File: config.mk
export PLATFORM = sky130hd
export DESIGN_NAME = waveform_analyzer
export DESIGN_NICKNAME = d
export VERILOG_FILES = /design/src/rtl/waveform_an_pkg.sv /design/src/rtl/wave_minmax_tracker.sv /design/src/rtl/waveform_analyzer.sv
export SDC_FILE = /design/constraint.sdc
export NUM_CORES = 1
export LEC_CHECK = 0
export ABC_AREA = 0
export BUFFER_PORTS_ARGS = -buffer_cell sky130_fd_sc_hd__clkbuf_2
export CORE_MARGIN = 1.5
export CORE_UTILIZATION = 35
export DETAILED_ROUTE_END_ITERATION = 8
export GPL_ROUTABILITY_DRIVEN = 0
export PLACE_DENSITY = 0.54
export SLEW_MARGIN = 10
export SYNTH_ARGS = -nofsm -noshare
export SYNTH_HDL_FRONTEND = slang
export SYNTH_SLANG_ARGS = --single-unit
export TNS_END_PERCENT = 20
File: constraint.sdc
create_clock -name adc_clk -period 3.3 [get_ports adc_clk]
set_clock_uncertainty 0.05 [all_clocks]
set_input_delay 0.33 -clock adc_clk [delete_from_list [all_inputs] [get_ports adc_clk]]
set_output_delay 0.33 -clock adc_clk [all_outputs]
set_load 0.02 [all_outputs]
File: src/rtl/waveform_an_pkg.sv
// Shared types and helpers for the waveform analyzer.
// Contents: FSM state enum, default parameter values, hysteresis threshold helpers.
package waveform_an_pkg;

    localparam int unsigned WA_DW      = 10;
    localparam int unsigned WA_PW      = 16;
    localparam int unsigned WA_MID_LVL = 512;
    localparam int unsigned WA_HYST    = 16;
    localparam int unsigned WA_MAX_PER = 65535;

    typedef enum logic [1:0] {
        ARM     = 2'd0,
        WAIT_HI = 2'd1,
        MEAS_LO = 2'd2,
        MEAS_HI = 2'd3
    } wa_state_e;

    // Lower threshold: a sample at or below this arms the next rising crossing.
    function automatic int unsigned lo_th(input int unsigned mid, input int unsigned hyst);
        return mid - hyst;
    endfunction

    // Upper threshold: an armed sample at or above this is a rising crossing.
    function automatic int unsigned hi_th(input int unsigned mid, input int unsigned hyst);
        return mid + hyst;
    endfunction

endpackage

File: src/rtl/wave_minmax_tracker.sv
// Running min/max tracker for one waveform period.
// Ports:
//   clk, rst_n   clock, asynchronous active-low reset
//   i_seed       restart both trackers at i_data (crossing sample)
//   i_update     fold i_data into the running min/max
//   i_data       sample value
//   o_run_min    running minimum (all-ones after reset)
//   o_run_max    running maximum (zero after reset)
module wave_minmax_tracker #(
    parameter int unsigned DW = 10
) (
    input  logic          clk,
    input  logic          rst_n,
    input  logic          i_seed,
    input  logic          i_update,
    input  logic [DW-1:0] i_data,
    output logic [DW-1:0] o_run_min,
    output logic [DW-1:0] o_run_max
);

    always_ff @(posedge clk or negedge rst_n) begin
        if (!rst_n) begin
            o_run_min <= '1;
            o_run_max <= '0;
        end else if (i_seed) begin
            o_run_min <= i_data;
            o_run_max <= i_data;
        end else if (i_update) begin
            if (i_data < o_run_min) o_run_min <= i_data;
            if (i_data > o_run_max) o_run_max <= i_data;
        end
    end

endmodule

File: src/rtl/waveform_analyzer.sv
// Waveform period analyzer: measures period, min, max and peak-to-peak of a
// sample stream using rising crossings of a hysteresis band around MID_LVL.
// Optional feature macro: WAVEAN_PERIOD_AVG_EN (meas_period = mean of last 4 periods).
// Ports:
//   adc_clk, adc_rst_n   sample clock, asynchronous active-low reset
//   smp_valid, smp_data  qualified sample stream
//   meas_valid           one-cycle pulse, new measurement on meas_*
//   meas_period          samples per period (or running mean when averaging)
//   meas_min/max/pp      extremes of the period and their difference
//   meas_timeout         one-cycle pulse, MAX_PER samples without a crossing
//   locked               set by a published period, cleared by timeout
module waveform_analyzer
    import waveform_an_pkg::*;
#(
    parameter int unsigned DW      = WA_DW,
    parameter int unsigned PW      = WA_PW,
    parameter int unsigned MID_LVL = WA_MID_LVL,
    parameter int unsigned HYST    = WA_HYST,
    parameter int unsigned MAX_PER = WA_MAX_PER
) (
    input  logic          adc_clk,
    input  logic          adc_rst_n,
    input  logic          smp_valid,
    input  logic [DW-1:0] smp_data,
    output logic          meas_valid,
    output logic [PW-1:0] meas_period,
    output logic [DW-1:0] meas_min,
    output logic [DW-1:0] meas_max,
    output logic [DW-1:0] meas_pp,
    output logic          meas_timeout,
    output logic          locked
);

    localparam logic [DW-1:0] LO_TH   = DW'(lo_th(MID_LVL, HYST));
    localparam logic [DW-1:0] HI_TH   = DW'(hi_th(MID_LVL, HYST));
    localparam logic [PW-1:0] MAX_CNT = PW'(MAX_PER);

    wa_state_e     r_state;
    wa_state_e     w_state_nxt;
    logic [PW-1:0] r_cnt;
    logic [PW-1:0] w_cnt_inc;
    logic          w_is_lo;
    logic          w_is_hi;
    logic          w_seed;
    logic          w_publish;
    logic          w_timeout;
    logic          w_track;
    logic [DW-1:0] w_run_min;
    logic [DW-1:0] w_run_max;
    logic [PW-1:0] w_period;

    assign w_is_lo   = (smp_data <= LO_TH);
    assign w_is_hi   = (smp_data >= HI_TH);
    assign w_cnt_inc = r_cnt + PW'(1);

    // State register
    always_ff @(posedge adc_clk or negedge adc_rst_n) begin
        if (!adc_rst_n) r_state <= ARM;
        else            r_state <= w_state_nxt;
    end

    // Next state and per-sample strobes; a crossing takes priority over timeout
    always_comb begin
        w_state_nxt = r_state;
        w_seed      = 1'b0;
        w_publish   = 1'b0;
        w_timeout   = 1'b0;
        w_track     = 1'b0;
        if (smp_valid) begin
            unique case (r_state)
                ARM: begin
                    if (w_is_lo) w_state_nxt = WAIT_HI;
                end
                WAIT_HI: begin
                    if (w_is_hi) begin
                        w_seed      = 1'b1;
                        w_state_nxt = MEAS_LO;
                    end else if (w_cnt_inc == MAX_CNT) begin
                        w_timeout   = 1'b1;
                        w_state_nxt = ARM;
                    end
                end
                MEAS_LO: begin
                    if (w_cnt_inc == MAX_CNT) begin
                        w_timeout   = 1'b1;
                        w_state_nxt = ARM;
                    end else begin
                        w_track = 1'b1;
                        if (w_is_lo) w_state_nxt = MEAS_HI;
                    end
                end
                MEAS_HI: begin
                    if (w_is_hi) begin
                        w_publish   = 1'b1;
                        w_seed      = 1'b1;
                        w_state_nxt = MEAS_LO;
                    end else if (w_cnt_inc == MAX_CNT) begin
                        w_timeout   = 1'b1;
                        w_state_nxt = ARM;
                    end else begin
                        w_track = 1'b1;
                    end
                end
                default: w_state_nxt = ARM;
            endcase
        end
    end

    // Sample counter; the arming sample counts so a DC input times out every MAX_PER samples
    always_ff @(posedge adc_clk or negedge adc_rst_n) begin
        if (!adc_rst_n) begin
            r_cnt <= '0;
        end else if (smp_valid) begin
            if (w_timeout)             r_cnt <= '0;
            else if (w_seed)           r_cnt <= PW'(1);
            else if (r_state == ARM) begin
                if (w_is_lo)           r_cnt <= PW'(1);
            end else                   r_cnt <= w_cnt_inc;
        end
    end

    wave_minmax_tracker #(
        .DW (DW)
    ) u_tracker (
        .clk       (adc_clk),
        .rst_n     (adc_rst_n),
        .i_seed    (w_seed),
        .i_update  (w_track),
        .i_data    (smp_data),
        .o_run_min (w_run_min),
        .o_run_max (w_run_max)
    );

`ifdef WAVEAN_PERIOD_AVG_EN
    localparam int unsigned SW = PW + 2;
    localparam int unsigned MW = SW + 7;

    logic [PW-1:0] r_hist [3];
    logic [1:0]    r_hcnt;
    logic [SW-1:0] w_sum;
    logic [MW-1:0] w_prod;

    // Mean of the new period and up to three previous ones; /3 approximated by *85>>8
    always_comb begin
        w_sum  = SW'(r_cnt) + SW'(r_hist[0]) + SW'(r_hist[1]) + SW'(r_hist[2]);
        w_prod = MW'(w_sum) * MW'(85);
        case (r_hcnt)
            2'd0:    w_period = PW'(w_sum);
            2'd1:    w_period = PW'(w_sum >> 1);
            2'd2:    w_period = PW'(w_prod >> 8);
            default: w_period = PW'(w_sum >> 2);
        endcase
    end

    // Period history; empty entries stay zero so the sum needs no masking
    always_ff @(posedge adc_clk or negedge adc_rst_n) begin
        if (!adc_rst_n) begin
            r_hist <= '{default: '0};
            r_hcnt <= '0;
        end else if (w_timeout) begin
            r_hist <= '{default: '0};
            r_hcnt <= '0;
        end else if (w_publish) begin
            r_hist[2] <= r_hist[1];
            r_hist[1] <= r_hist[0];
            r_hist[0] <= r_cnt;
            if (r_hcnt != 2'd3) r_hcnt <= r_hcnt + 2'd1;
        end
    end
`else
    assign w_period = r_cnt;
`endif

    // Registered outputs; meas_* hold until the next publish
    always_ff @(posedge adc_clk or negedge adc_rst_n) begin
        if (!adc_rst_n) begin
            meas_valid   <= 1'b0;
            meas_period  <= '0;
            meas_min     <= '0;
            meas_max     <= '0;
            meas_pp      <= '0;
            meas_timeout <= 1'b0;
            locked       <= 1'b0;
        end else begin
            meas_valid   <= w_publish;
            meas_timeout <= w_timeout;
            if (w_publish) begin
                meas_period <= w_period;
                meas_min    <= w_run_min;
                meas_max    <= w_run_max;
                meas_pp     <= w_run_max - w_run_min;
                locked      <= 1'b1;
            end else if (w_timeout) begin
                locked      <= 1'b0;
            end
        end
    end

endmodule

==> PnR_summary.wiki <==
{| class="wikitable"
! Metric !! Value
|-
| Pwr/cell area || 886.4 nW/µm²
|-
| Post-route design area || roughly 5500 µm²
|-
| Commonest cells after routing, fill and taps aside || sky130_fd_sc_hd__dfrtp_1 (77), sky130_fd_sc_hd__nand2_1 (62), sky130_fd_sc_hd__clkbuf_2 (60)
|-
| Register bit total from synthesis || 87
|-
| H-tree levels || 3
|-
| Detail Placement HPWL || approximately 8000 µm
|-
| Nets in the synthesized netlist || 500
|-
| Arr. time, crit path || approximately 3.3 ns
|-
| Area enclosed by the die boundary || 13930 µm²
|-
| Standard-cell rows || 41
|-
| Number of remaining DRC errors || 0
|-
| Per-cell via count in the routed design || 5.093
|-
| CTS clock-pin slew for the worst setup and hold paths || ~0.060 ns
|-
| Most frequent standard cell in the layout excluding fill and tap cells || sky130_fd_sc_hd__dfrtp_1
|-
| Path type of the worst min-delay path || input port to flip-flop
|-
| Count of final hold-check violations || 0
|-
| Critical Path Slowest Stage Cell || sky130_fd_sc_hd__a41oi_4
|-
| Average wire per standard cell || roughly 16 µm
|-
| Clock Path Buffers || 2
|-
| Worst-path maximum fanout || 11
|-
| CP required || approximately 3.5 ns
|-
| Cts bufs inserted || 9
|-
| Beginning of the worst hold path || smp_data[0]
|-
| Depth of the worst hold-timing path || 2
|-
| Count of buffer and inverter cells on the critical path || 0
|-
| Critical path class || flip-flop to flip-flop
|-
| Leakage dissipation || about 2.6 nW
|-
| Worst stage delay on the critical path || 0.52 ns
|-
| Number of buffers inserted by hold repair at cts || 1
|-
| Count of clock tree sinks || 87
|-
| Worst slew margin relative to its limit || 0.4454
|-
| Total stage count of the critical path || 8
|-
| Overall Power || 0.004869 W
|-
| Family with the most delay on the worst path || simple AND/OR/NAND/NOR gates
|-
| TritonCTS clock tree || done
|-
| Type of origin of the critical path || flip-flop
|-
| Area growth syn-to-layout || 18.58%
|-
| Num ports || 62
|-
| Overall global routing resource usage || 0.1672
|-
| Setup total negative slack || 0 ns
|-
| Final hold slack || ~0.19 ns
|-
| Asr flop ratio synth || 1.000
|-
| First-pass GRT wire length || about 18000 µm
|-
| Number of antenna violations at the first check in global routing || 0
|-
| Synth Instances || approximately 460
|-
| Total setup violations reported at the end of the flow || 0
|-
| Peak clock frequency supported by timing || between 300 and 400 MHz
|-
| Ratio of cells with drive above 1 in the final layout || 0.2629
|-
| Post-detailed-placement cell area || between 5000 and 6000 µm²
|-
| Sequential cell area fraction in the yosys report || 0.4727
|-
| Gates resized, CTS repair || 0
|-
| Clock latency at the later pin of the worst-skew pair || between 0.3 and 0.4 ns
|-
| Clock root buffer || sky130_fd_sc_hd__clkbuf_16
|-
| Count of buffers inserted at the top-level ports || a little over 60
|-
| Depth of the worst register-to-register path || 8
|-
| Core Area || roughly 13000 µm²
|-
| Largest net degree at the start of global routing || 44
|-
| Hold worst-path end || u_tracker.o_run_min[0]
|-
| 1st-iter DRT viols || approximately 120
|-
| Netlist area before placement || between 4000 and 5000 µm²
|-
| Vias in the first global route || between 3000 and 4000
|-
| Cell Chain, Critical Path || ha_1, and4_1, and2_1, o211ai_1, o21ai_0, nand3_2, a41oi_4, mux2_2
|-
| Number of antenna cells inserted || 0
|-
| Nets@finish || ~560
|-
| Clock period minus final worst setup slack || ~3.1 ns
|-
| # Max-Cap Violations || 0
|-
| RSZ-0062 raised after global routing || no
|-
| Die width || around 120 µm
|-
| Iteration count of the initial detailed-routing pass || 5
|-
| Final antenna-violating net count || 0
|-
| Worst slew pin tran || approximately 0.83 ns
|-
| Starting density of the core || 0.3626
|-
| GRT overflow || 0
|-
| Count of warnings emitted by yosys || 0
|-
| Netlist cell types || 57
|-
| Vias || between 3000 and 4000
|-
| Outcome || completed
|-
| Most instantiated flip-flop cell in the synthesis netlist || sky130_fd_sc_hd__dfrtp_1
|-
| Y dimension of the die || around 120 µm
|-
| Period Utilization, post-route || 0.9293
|-
| Worst VDD drop || roughly 0.00061 V
|-
| Internal reg-to-reg setup slack || between 0.2 and 0.25 ns
|-
| Mapped Avg Cell Area || a little over 10 µm²
|-
| Type of destination of the critical path || flip-flop
|-
| Reg-to-reg critical path endpoint || u_tracker.o_run_max[5]
|-
| RR Startpoint || r_cnt[1]
|-
| Number of flops mapped to enable cells by yosys || 0
|-
| Total count of max-transition violations in the final report || 0
|-
| Wire length reported by the detailed router || approximately 11000 µm
|-
| Postcts setup bufs || 0
|}
## through the flow
step,util,cells,setup WS (ns)
after detailed placement,0.4035,680,0.2560
after CTS,0.4300,697,0.2524
after floorplan,-,456,0.7323
after global routing,0.4300,697,0.01256
after global placement,0.4035,680,0.4099
final,0.4300,697,0.2335
## flip-flops by register name, indices dropped and copies added (netlist names)
signal,count
locked,1
meas_max,10
meas_min,10
meas_period,16
meas_pp,10
meas_timeout,1
meas_valid,1
r_cnt,16
r_state,2
u_tracker.o_run_max,10
u_tracker.o_run_min,10
## cell type report
cell class / instances / area (µm²)
well taps: 172 / 215.2
multi-input cells: 321 / 2248
clock buffers: 14 / 294.0
repair buffers: 71 / 397.9
clock inverters: 2 / 35.03
flip-flops and latches: 87 / 2190
inverters: 30 / 112.6
fillers: 1258 / 7281
## worst max-delay path by stage
stage,from,end
2_1_floorplan,u_tracker.o_run_min[1],u_tracker.o_run_min[0]
3_3_place_gp,r_cnt[3],u_tracker.o_run_max[7]
3_5_place_dp,r_cnt[1],u_tracker.o_run_max[5]
4_1_cts,r_cnt[1],u_tracker.o_run_max[5]
5_1_grt,r_cnt[1],u_tracker.o_run_max[1]
6_report,r_cnt[1],u_tracker.o_run_max[5]
## kinds of logic after synthesis
kind of cell / after synthesis / synth area share
AO/OA/AOI/OAI: 111 / 0.1494
XOR/XNOR: 13 / 0.02458
adder cells (fa/ha/maj): 31 / 0.08536
buffers and inverters: 48 / 0.04241
flip-flops: 87 / 0.4727
multiplexers: 35 / 0.08455
AND/OR/NAND/NOR: 131 / 0.1410
## report_power, final
part | switching, W | leakage [nW] | total [W] | internal (W)
combinational | 0.00120 | 1.33 | 0.00206 | 0.000863
sequential | 0.000255 | 1.09 | 0.00171 | 0.00146
clock | 0.000408 | 0.165 | 0.00110 | 0.000688
total | 0.00186 | 2.58 | 0.00487 | 0.00301
## cell usage after synthesis (all sizes together) (3+ instances only)
master / count / share of area
o211ai: 4 / 0.0065
a21o: 6 / 0.0097
ha: 30 / 0.081
dfstp: 10 / 0.057
and3: 3 / 0.0041
nor3: 4 / 0.0043
xnor2: 6 / 0.011
a21oi: 23 / 0.027
or3: 4 / 0.0054
buf: 6 / 0.0084
xor2: 7 / 0.013
clkbuf: 12 / 0.0097
nand4: 11 / 0.015
o21ai: 55 / 0.059
nand2: 63 / 0.051
a31oi: 4 / 0.0054
dfrtp: 77 / 0.42
nor2: 8 / 0.0065
nand3: 15 / 0.017
mux2: 33 / 0.080
and2: 5 / 0.0070
and4: 5 / 0.010
inv: 30 / 0.024
## per-layer routing
| metal | vias to the layer above | GRT usage | wire length (µm) |
|---|---|---|---|
| li1 | 1743 | - | - |
| met1 | 1731 | 0.2054 | 4894 |
| met2 | 61 | 0.2800 | 5335 |
| met3 | 15 | 0.04457 | 416 |
| met4 | 0 | 0.06479 | 195 |
| met5 | - | 0 | 0 |
Power figures use the tool's default switching activity.
